$ cat config.mk
export PLATFORM = sky130hd
export DESIGN_NAME = dmem_arbiter
export DESIGN_NICKNAME = d
export VERILOG_FILES = /design/src/rtl/dmem_arbiter.sv
export SDC_FILE = /design/constraint.sdc
export NUM_CORES = 1
export LEC_CHECK = 0
export CAP_MARGIN = 40
export CORE_MARGIN = 8
export CORE_UTILIZATION = 35
export DETAILED_ROUTE_END_ITERATION = 10
export GPL_TIMING_DRIVEN = 0
export HOLD_SLACK_MARGIN = 0.08
export PLACE_DENSITY = 0.8
export SETUP_SLACK_MARGIN = 0.4
export SKIP_LAST_GASP = 1
export SLEW_MARGIN = 20
export SYNTH_ARGS = -nofsm -noshare
export SYNTH_HDL_FRONTEND = slang
export SYNTH_SLANG_ARGS = --single-unit
$ cat constraint.sdc
create_clock -name CLK -period 1.65 [get_ports CLK]
set_input_delay 0.33 -clock CLK [delete_from_list [all_inputs] [get_ports CLK]]
set_output_delay 0.33 -clock CLK [all_outputs]
set_load 0.05 [all_outputs]
$ cat src/rtl/dmem_arbiter.sv
// Two-requester arbiter for the single-port data_mem: processor core vs host loader.
// Optional statistics outputs are enabled by defining DMEM_ARB_STATS_EN.
module dmem_arbiter #(
    parameter int AW       = 8,
    parameter int DW       = 8,
    parameter int CORE_RUN = 4
) (
    input  logic          CLK,
    input  logic          reset,
    input  logic          core_req,
    input  logic          core_we,
    input  logic [AW-1:0] core_addr,
    input  logic [DW-1:0] core_wdata,
    input  logic          core_halt,
    output logic          core_stall,
    output logic          core_valid,
    output logic [DW-1:0] core_rdata,
    input  logic          host_req,
    input  logic          host_we,
    input  logic [AW-1:0] host_addr,
    input  logic [DW-1:0] host_wdata,
    output logic          host_gnt,
    output logic          host_valid,
    output logic [DW-1:0] host_rdata,
`ifdef DMEM_ARB_STATS_EN
    output logic [15:0]   conflict_ct,
    output logic [7:0]    host_wait_max,
`endif
    output logic [AW-1:0] mem_addr,
    output logic          mem_we,
    output logic [DW-1:0] mem_wdata,
    input  logic [DW-1:0] mem_rdata
);
    localparam int RW = ($clog2(CORE_RUN + 1) > 3) ? $clog2(CORE_RUN + 1) : 3;
    localparam logic [RW-1:0] RUN_MAX = RW'(CORE_RUN);

    typedef enum logic {WIN_CORE, WIN_HOST} win_t;

    win_t          r_last_win;
    logic [RW-1:0] r_run_ct;
    logic          w_contested;
    logic          w_core_gnt;
    logic          w_host_gnt;

    // Host takes a contested slot on halt, or once the core has used up its run.
    always_comb begin
        w_contested = core_req & host_req;
        w_host_gnt  = host_req & (~core_req | core_halt |
                      ((r_last_win == WIN_CORE) && (r_run_ct >= RUN_MAX)));
        w_core_gnt  = core_req & ~w_host_gnt;
    end

    assign core_stall = core_req & ~w_core_gnt;
    assign host_gnt   = w_host_gnt;

    always_comb begin
        mem_addr  = '0;
        mem_we    = 1'b0;
        mem_wdata = '0;
        if (w_core_gnt) begin
            mem_addr  = core_addr;
            mem_we    = core_we;
            mem_wdata = core_wdata;
        end else if (w_host_gnt) begin
            mem_addr  = host_addr;
            mem_we    = host_we;
            mem_wdata = host_wdata;
        end
        if (reset) mem_we = 1'b0;
    end

    always_ff @(posedge CLK or posedge reset) begin
        if (reset) begin
            r_last_win <= WIN_HOST;
            r_run_ct   <= '0;
            core_valid <= 1'b0;
            host_valid <= 1'b0;
            core_rdata <= '0;
            host_rdata <= '0;
        end else begin
            core_valid <= w_core_gnt;
            host_valid <= w_host_gnt;
            if (w_core_gnt && !core_we) core_rdata <= mem_rdata;
            if (w_host_gnt && !host_we) host_rdata <= mem_rdata;
            if (w_host_gnt) begin
                r_run_ct   <= '0;
                r_last_win <= WIN_HOST;
            end else if (w_core_gnt && w_contested) begin
                if (r_run_ct < RUN_MAX) r_run_ct <= r_run_ct + 1'b1;
                r_last_win <= WIN_CORE;
            end else begin
                r_run_ct <= '0;
            end
        end
    end

`ifdef DMEM_ARB_STATS_EN
    logic [7:0] r_wait_cur;
    logic [7:0] w_wait_nxt;

    assign w_wait_nxt = (r_wait_cur == 8'hFF) ? r_wait_cur : r_wait_cur + 8'd1;

    always_ff @(posedge CLK or posedge reset) begin
        if (reset) begin
            conflict_ct   <= '0;
            host_wait_max <= '0;
            r_wait_cur    <= '0;
        end else begin
            if (w_contested && conflict_ct != 16'hFFFF) conflict_ct <= conflict_ct + 16'd1;
            if (host_req && !w_host_gnt) begin
                r_wait_cur <= w_wait_nxt;
                if (w_wait_nxt > host_wait_max) host_wait_max <= w_wait_nxt;
            end else begin
                r_wait_cur <= '0;
            end
        end
    end
`endif

endmodule
==> metrics.txt, run 1 <==
total CTS buffers 3; Min Clock Period, post-route 2100 ps; Most used DFF post-synth dfrtp_1; fin cells 288; Clock Tree Buf Depth 2; # rows 21; H-tree levels 1; via count 1,517; Worst EP required 1320 ps; Initial DRC Count 69; Mapped Nets 169; count leader, synth dfrtp_1; CTS tree done; DR WL/cell 23.4 µm; HP Class in -> async; Worst Tran Pin Value 560 ps; type of origin of the critical path register; Core ar. 3360 µm²; clk_lat worst skew 310 ps; # IOs 84; final hold violation count 0; power per cell area 767 nW/µm²; Avg Inst Size Synth 10.2 µm²; Area contributors post-synth dfrtp_1 (43%), mux2_2 (15%), o211ai_1 (9.8%); Setup crit end kind output port; input/output buffers 83; synthesized area 1230 µm²; Power Total 2.24 mW; largest net degree at the start of global routing 13; Crit Path Max Fanout 6; GP Congestion 0.812; first-pass GRT wire length 8740 µm; number of synthesis warnings 0; sequential area share after synthesis 44.9%; Worst Skew 5.02 ps; maximum vdd ir drop 725 µV; post-synthesis cell type count 26; post-route setup slack -453 ps; number of diodes 0; total congestion overflow 0; hpwl dp 3920 µm; crit path DAT 1770 ps; Die Area 5660 µm²; final wirelength 6730 µm; Post-synth EDFFs 0; Final ANT Viol Nets 0; critical path class reg -> out; antenna violations before repair 0; failing checks negative setup slack; outcome finished, violations left; GRT Overall Usage 20.6%; Avg Vias per Cell 5.27; die height 75.3 µm; fin. max-slew vios 0; Synth area leader dfrtp_1; share of cells above drive strength 1 55.4%; starting density of the core 36.5%; DRC viols 0; number of max-cap violations 0; CTS clk-pin slew, worst paths 130 ps; clk root buf clkbuf_4; Area Overhead vs Synth 137%; setup violators final 35; fillers 159; width of the die 75.3 µm; Yosys top cell area share 42.8%; asr flop ratio synth 100%; Placed Cells 250; Nets 291; Leakage 1.26 nW; RSZ-0062 raised after global routing true; vias in the first global route 1,628; TritonRoute pass-1 iters 4; top post-synthesis cells by count dfrtp_1 (21), nand2_1 (18), mux2_2 (16), o211ai_1 (16), o21ai_0 (14); Hold-fix buffers, CTS 0; TNS Setup -8940 ps; max_slew headroom 62.4%; fin crit share 127%; # clock sinks 22; Post-Synthesis Cells 121; fmax 476 MHz; FF+latch count, synth 22
-- cell families after synthesis --
family,share of synthesized area (%)
adder cells (fa/ha/maj),1.02
AO/OA/AOI/OAI,21.1
XOR/XNOR,0.713
flip-flops,44.9
buffers and inverters,4.48
AND/OR/NAND/NOR,11.5
multiplexers,16.3
-- stage by stage --
step	setup WS, ps	hold slack (ps)	util (%)	instance area [µm²]
2_1_floorplan	-21.0	203	-	1490
3_3_place_gp	-1350	489	70.8	2380
3_5_place_dp	-1380	496	70.8	2380
4_1_cts	-418	375	79.7	2680
5_1_grt	-476	318	86.8	2920
6_report	-453	318	86.8	2920
-- routing by layer --
metal	vias to the layer above	part of all wire [%]	global-route usage, %
met5	-	0	0
met4	0	2.1	5.33
met3	16	14	8.12
met2	94	46	34.9
met1	736	38	23.5
li1	671	-	-
-- worst max-delay path, stage by stage, from the launching register on --
cell and delay (ps):
dfstp_2 580, nor2b_2 60, buf_8 130, buf_4 130, o211ai_1 300, o21ai_4 100
buf_6 170
-- area by class of cell --
type	count	area, µm²	share of cell area, %
clock buffer	4	36.3	1.24
buffer	10	120	4.12
timing repair buffer	116	1240	42.6
sequential	22	553	19.0
inverter	3	15.0	0.515
tap	46	57.6	1.97
timing repair inverter	1	5.00	0.172
multi-input combinational	86	888	30.4
-- cell usage in the layout, fill, tap and decap left out, drive strengths merged, types with 2 or more instances in the layout --
master	synthesis	routed
buf	4	73
clkdlybuf4s50	0	43
dfrtp	21	21
nand2	18	18
o211ai	16	16
o21ai	16	16
mux2	16	16
clkbuf	6	12
nor2	4	4
dlygate4sd2	0	2
nand2b	2	2
inv	3	2
nand3	2	2
nor2b	2	2
clkinvlp	0	2
mux2i	2	2
-- repair_timing --
| item | CTS | global route |
|---|---|---|
| setup endpoints to repair | 56 | 59 |
| gates cloned | 4 | 0 |
| resized for setup | 273 | 33 |
| pin swaps | 17 | 6 |
| setup buffers | 13 | 17 |
-- report_power, final --
part / switching [mW] / total [mW] / internal (mW)
logic: 0.689 / 1.26 / 0.573
registers: 0.0608 / 0.678 / 0.617
clock network: 0.164 / 0.299 / 0.135
total: 0.914 / 2.24 / 1.32
-- registers in the layout (all words and copies together) (netlist names) --
| name | cells |
|---|---|
| core_rdata | 8 |
| core_valid | 1 |
| host_rdata | 8 |
| host_valid | 1 |
| r_last_win | 1 |
| r_run_ct | 3 |
-- path summary, 6_finish.rpt --
check                              start             to  slack, ps  cells past startpoint
min in group CLK           core_rdata[5]  core_rdata[5]        550                      1
min reg2reg                core_rdata[5]  core_rdata[5]        550                      1
max                           r_last_win    mem_addr[3]       -450                      6
max in group asynchronous          reset  core_rdata[5]        890                      2
min                                reset     host_valid        320                      2
max reg2reg                  r_run_ct[2]  host_rdata[0]       -110                      8
No activity file was read; power rests on OpenSTA's default activity.
==> run 2: changes to the inputs <==
- CORE_MARGIN: 8 -> 3
==> run 2 against run 1 <==
  * The run still ends with negative setup slack left
  * Critical endpoint is now mem_wdata[5]
  * Design area increased by 2.0%
  * Clock skew increased by 3.7 ps
  * Final cell count increased by 1.4%
  * Die area decreased by 25%
  * Sequential cell count unchanged
  * Combinational power increased by 8%
  * Global-route usage up 5.8 points
==> metrics.txt, run 2 (synthesis results as in run 1) <==
crit path DAT 1930 ps; fmax 443 MHz; fin. max-slew vios 0; critical path class reg -> out; via count 1,640; Clock Tree Buf Depth 2; total congestion overflow 0; WHS 434 ps; type of origin of the critical path register; Crit Path Max Fanout 7; Min Clock Period, post-route 2260 ps; Area Overhead vs Synth 142%; total CTS buffers 3; sw power 0.980 mW; Nets 296; power per cell area 829 nW/µm²; max_slew headroom 60.9%; antenna violations before repair 1; first-pass GRT wire length 8520 µm; Worst EP required 1320 ps; number of max-cap violations 0; fin cells 292; vias in the first global route 1,612; starting density of the core 38.4%; Setup crit end kind output port; Final ANT Viol Nets 0; Placed Cells 248; die height 65.3 µm; Initial DRC Count 80; outcome finished, violations left; fin crit share 137%; failing checks negative setup slack; clk root buf clkbuf_4; Worst Tran Pin Value 583 ps; P_int 1.49 mW; width of the die 65.3 µm; # clock sinks 22; TNS Setup -9230 ps; hpwl dp 3530 µm; Net Sw Frac 39.8%; most frequent cells in the layout clkdlybuf4s50_1 (44), buf_6 (37), buf_4 (29); share of cells above drive strength 1 55.1%; GP Congestion 0.719; DR WL/cell 26.3 µm; Core ar. 3200 µm²; GRT Overall Usage 26.4%; most common cell after layout, fill and taps aside clkdlybuf4s50_1; final wirelength 7680 µm; maximum vdd ir drop 917 µV; HP Class in -> async; clk_lat worst skew 320 ps; combinational share of power 55.1%; CTS clk-pin slew, worst paths 130 ps; Die Area 4260 µm²; setup violators final 35; input/output buffers 83; # IOs 84; clock power share 17.1%; final hold violation count 0; H-tree levels 1; # rows 20; TritonRoute pass-1 iters 4; DRC viols 0; largest net degree at the start of global routing 14; post-route setup slack -608 ps; part of the power in registers 27.8%; CTS tree done; Leakage 1.32 nW; Avg Vias per Cell 5.62; Worst Skew 8.70 ps; RSZ-0062 raised after global routing true; top flop regs core_rdata x8, host_rdata x8, r_run_ct x3
-- run 2: cell types whose count changed in the layout (fill, tap and decap cells not counted), sizes merged --
cell           previous run  this run
clkdlybuf4s50            43        44
bufinv                    0         1
buf                      73        79
clkbuf                   12         9
diode                     0         1
-- run 2: what timing repair did --
| item | CTS | global route |
|---|---|---|
| pin swaps | 18 | 9 |
| resized for setup | 266 | 33 |
| hold buffers | 0 | 0 |
| buffers inserted | 18 | 17 |
| hold endpoints to repair | 0 | 0 |
| setup endpoints to repair | 56 | 58 |
| gates cloned | 3 | 1 |
-- run 2: final cells by class --
cell class | count | area (µm²)
Timing Repair Buffer | 121 | 1270
Multi-Input combinational cell | 86 | 907
Sequential cell | 22 | 553
Fill cell | 103 | 228
Buffer | 10 | 116
Tap cell | 44 | 55.1
Clock inverter | 1 | 30.0
Clock buffer | 3 | 22.5
Inverter | 3 | 15.0
Timing Repair inverter | 1 | 5.00
Antenna cell | 1 | 2.50
-- run 2: power by group through the flow --
| stage | Combinational [mW] | Clock [mW] | Sequential, mW |
|---|---|---|---|
| after global routing | 1.39 | 0.448 | 0.690 |
| after floorplan | 0.397 | 0 | 0.924 |
| after CTS | 1.14 | 0.418 | 0.661 |
| after global placement | 1.02 | 0 | 0.664 |
| final | 1.36 | 0.421 | 0.686 |
| after detailed placement | 1.04 | 0 | 0.672 |
-- run 2: critical path, cell delays in order (launching register included) --
cell	delay, ps
dfstp_2	580
nor2b_1	50
clkbuf_8	160
buf_6	140
o211ai_1	400
o21ai_4	110
buf_6	170
-- run 2: path summary, 6_finish.rpt --
| path | startpoint | end | slack [ps] | cells after the start |
|---|---|---|---|---|
| worst max-delay path | r_last_win | mem_wdata[5] | -610 | 6 |
| min in group CLK | core_rdata[0] | core_rdata[0] | 570 | 1 |
| max in group asynchronous | reset | core_rdata[5] | 850 | 2 |
| worst min-delay path | reset | host_rdata[4] | 430 | 3 |
| worst min register to register | core_rdata[0] | core_rdata[0] | 570 | 1 |
| worst max register to register | r_run_ct[2] | host_rdata[2] | -70 | 7 |
-- run 2: routing by layer --
| metal | share of wire (%) | track usage [%] | up-vias |
|---|---|---|---|
| met5 | 0 | 0 | - |
| met1 | 39 | 30.6 | 827 |
| met2 | 50 | 49.3 | 98 |
| met4 | 4.6 | 7.25 | 0 |
| met3 | 6.7 | 4.62 | 32 |
| li1 | - | - | 683 |
-- run 2: stage by stage --
stage          utilization (%)  total power [mW]  setup slack [ps]  cell area [µm²]
6_report                  92.9              2.47              -608             2980
4_1_cts                   84.3              2.22              -481             2700
3_3_place_gp              74.3              1.69             -1350             2380
3_5_place_dp              74.3              1.71             -1450             2380
2_1_floorplan                -              1.32             -21.0             1490
5_1_grt                   92.9              2.53              -654             2980
==> run 3: changes to the inputs <==
--- a/config.mk
+++ b/config.mk
@@ -11,3 +11,2 @@
 export DETAILED_ROUTE_END_ITERATION = 10
-export GPL_TIMING_DRIVEN = 0
 export HOLD_SLACK_MARGIN = 0.08
==> constraint.sdc (replaced) <==
create_clock -name CLK -period 1.65 [get_ports CLK]
set_input_delay 0.165 -clock CLK [delete_from_list [all_inputs] [get_ports CLK]]
set_output_delay 0.165 -clock CLK [all_outputs]
set_load 0.05 [all_outputs]
==> run 3 against run 2 <==
  * The flow still finishes with violations (negative setup slack)
  * Non-clock buffer count down 31
  * Sequential share of layout area up 2.7 points
  * Clock power down 5.7%
  * Sequential power down 3.4%
  * Sequential cell count unchanged
  * First-iteration DRC count down 56%
  * Largest power group unchanged
  * Highest routed layer unchanged
==> metrics.txt, run 3 (synthesis results as in run 1) <==
power per cell area 827 nW/µm²; Layout Utilization 81.1%; Hold-fix buffers, CTS 0; hpwl dp 3340 µm; die height 65.3 µm; most common cell after layout, fill and taps aside clkdlybuf4s50_1; width of the die 65.3 µm; Final ANT Viol Nets 0; TNS Setup -4370 ps; DR WL/cell 16.8 µm; part of the power in registers 30.8%; Initial DRC Count 35; critical path class reg -> out; outcome finished, violations left; total congestion overflow 0; fin crit share 111%; Crit Path Max Fanout 12; number of diodes 0; share of cells above drive strength 1 47.9%; Worst Tran Pin Value 299 ps; reg-to-reg slack, setup -130 ps; fin. max-slew vios 0; via count 1,311; Worst EP required 1480 ps; first-pass GRT wire length 6960 µm; max_slew headroom 80.0%; register area 553 µm²; fillers 203; failing checks negative setup slack; Clock Tree Buf Depth 2; vias in the first global route 1,390; Buf/Inv on CP 3; crit path DAT 1670 ps; Die Area 4260 µm²; Core ar. 3200 µm²; top cell family by delay on the critical path flip-flops; HP Class in -> async; critical path cell sequence buf_6 -> nand2b_4 -> a21oi_4 -> buf_12 -> o21ai_4 -> buf_6; clock power share 18.5%; starting density of the core 38.4%; top flop regs core_rdata x8, host_rdata x8, r_run_ct x3; largest net degree at the start of global routing 23; most frequent cells in the layout clkdlybuf4s50_1 (46), buf_4 (27), dfrtp_1 (20), buf_6 (20), nand2_1 (18); GRT Overall Usage 20.7%; final hold violation count 0; clk root buf clkbuf_4; TritonRoute pass-1 iters 4; fin cells 259; Placed Cells 253; Top cell by count, worst path buf_6; number of max-cap violations 0; CTS tree done; combinational share of power 50.7%; Avg Vias per Cell 5.06; Area Overhead vs Synth 112%; CTS clk-pin slew, worst paths 120 ps; total CTS buffers 3; Net Sw Frac 38.4%; CP max stage delay 570 ps; antenna violations before repair 0; fmax 545 MHz; Leakage 1.11 nW; H-tree levels 1; clk_lat worst skew 300 ps; RSZ-0062 raised after global routing true; post-route setup slack -185 ps; setup violators final 35; DRC viols 0; Min Clock Period, post-route 1840 ps; input/output buffers 83; maximum vdd ir drop 732 µV; # rows 20; P_int 1.32 mW; Nets 264; final wirelength 4350 µm; Worst Skew 6.71 ps; # clock sinks 22; Setup crit end kind output port; GP Congestion 0.753; area of the multi-input gates 903 µm²; Slowest-stage cell, CP dfstp_2; sw power 0.826 mW; # IOs 84; type of origin of the critical path register
## run 3: path summary, 6_finish.rpt
path | end | startpoint | depth (start not counted)
max | mem_wdata[6] | r_last_win | 6
min | host_rdata[1] | reset | 3
max reg2reg | host_rdata[3] | r_last_win | 7
min reg2reg | core_rdata[2] | core_rdata[2] | 1
max in group asynchronous | r_last_win | reset | 3
min in group CLK | host_rdata[7] | mem_rdata[7] | 2
## run 3: routing by layer
layer  global-route usage, %  wire length (µm)
met2                    39.4              2220
met5                       0                 0
met1                    22.5              1660
met3                    5.64               433
met4                    4.92                32
## run 3: area by class of cell
| type | instances | area share [%] |
|---|---|---|
| clock buffers | 3 | 0.867 |
| inverters | 3 | 0.433 |
| well taps | 44 | 2.12 |
| repair buffers | 100 | 39.4 |
| multi-input cells | 86 | 34.8 |
| clock inverters | 1 | 1.16 |
| flip-flops and latches | 22 | 21.3 |
## run 3: through the flow
step	hold slack (ps)	area, µm²	worst slack [ps]	power, mW
after floorplan	171	1500	154	1.32
after global placement	492	2390	-144	1.68
after detailed placement	499	2390	-142	1.70
after CTS	278	2580	-187	2.16
after global routing	304	2600	-243	2.23
final	282	2600	-185	2.15
## run 3: power by group through the flow
stage | logic (mW) | registers [mW] | clock network [mW]
after global routing | 1.13 | 0.674 | 0.422
after global placement | 1.01 | 0.665 | 0
final | 1.09 | 0.663 | 0.397
after CTS | 1.09 | 0.665 | 0.413
after floorplan | 0.399 | 0.924 | 0
after detailed placement | 1.03 | 0.670 | 0
## run 3: what timing repair did
action / 4_1_cts / 5_1_grt
pin swaps: 3 / 4
gates resized for setup: 31 / 5
endpoints found under the setup margin: 37 / 41
setup buffers: 2 / 0
## run 3: worst min-delay path, delay by kind of cell
kind,cells,cell delay [ps]
buffers and inverters,3,810
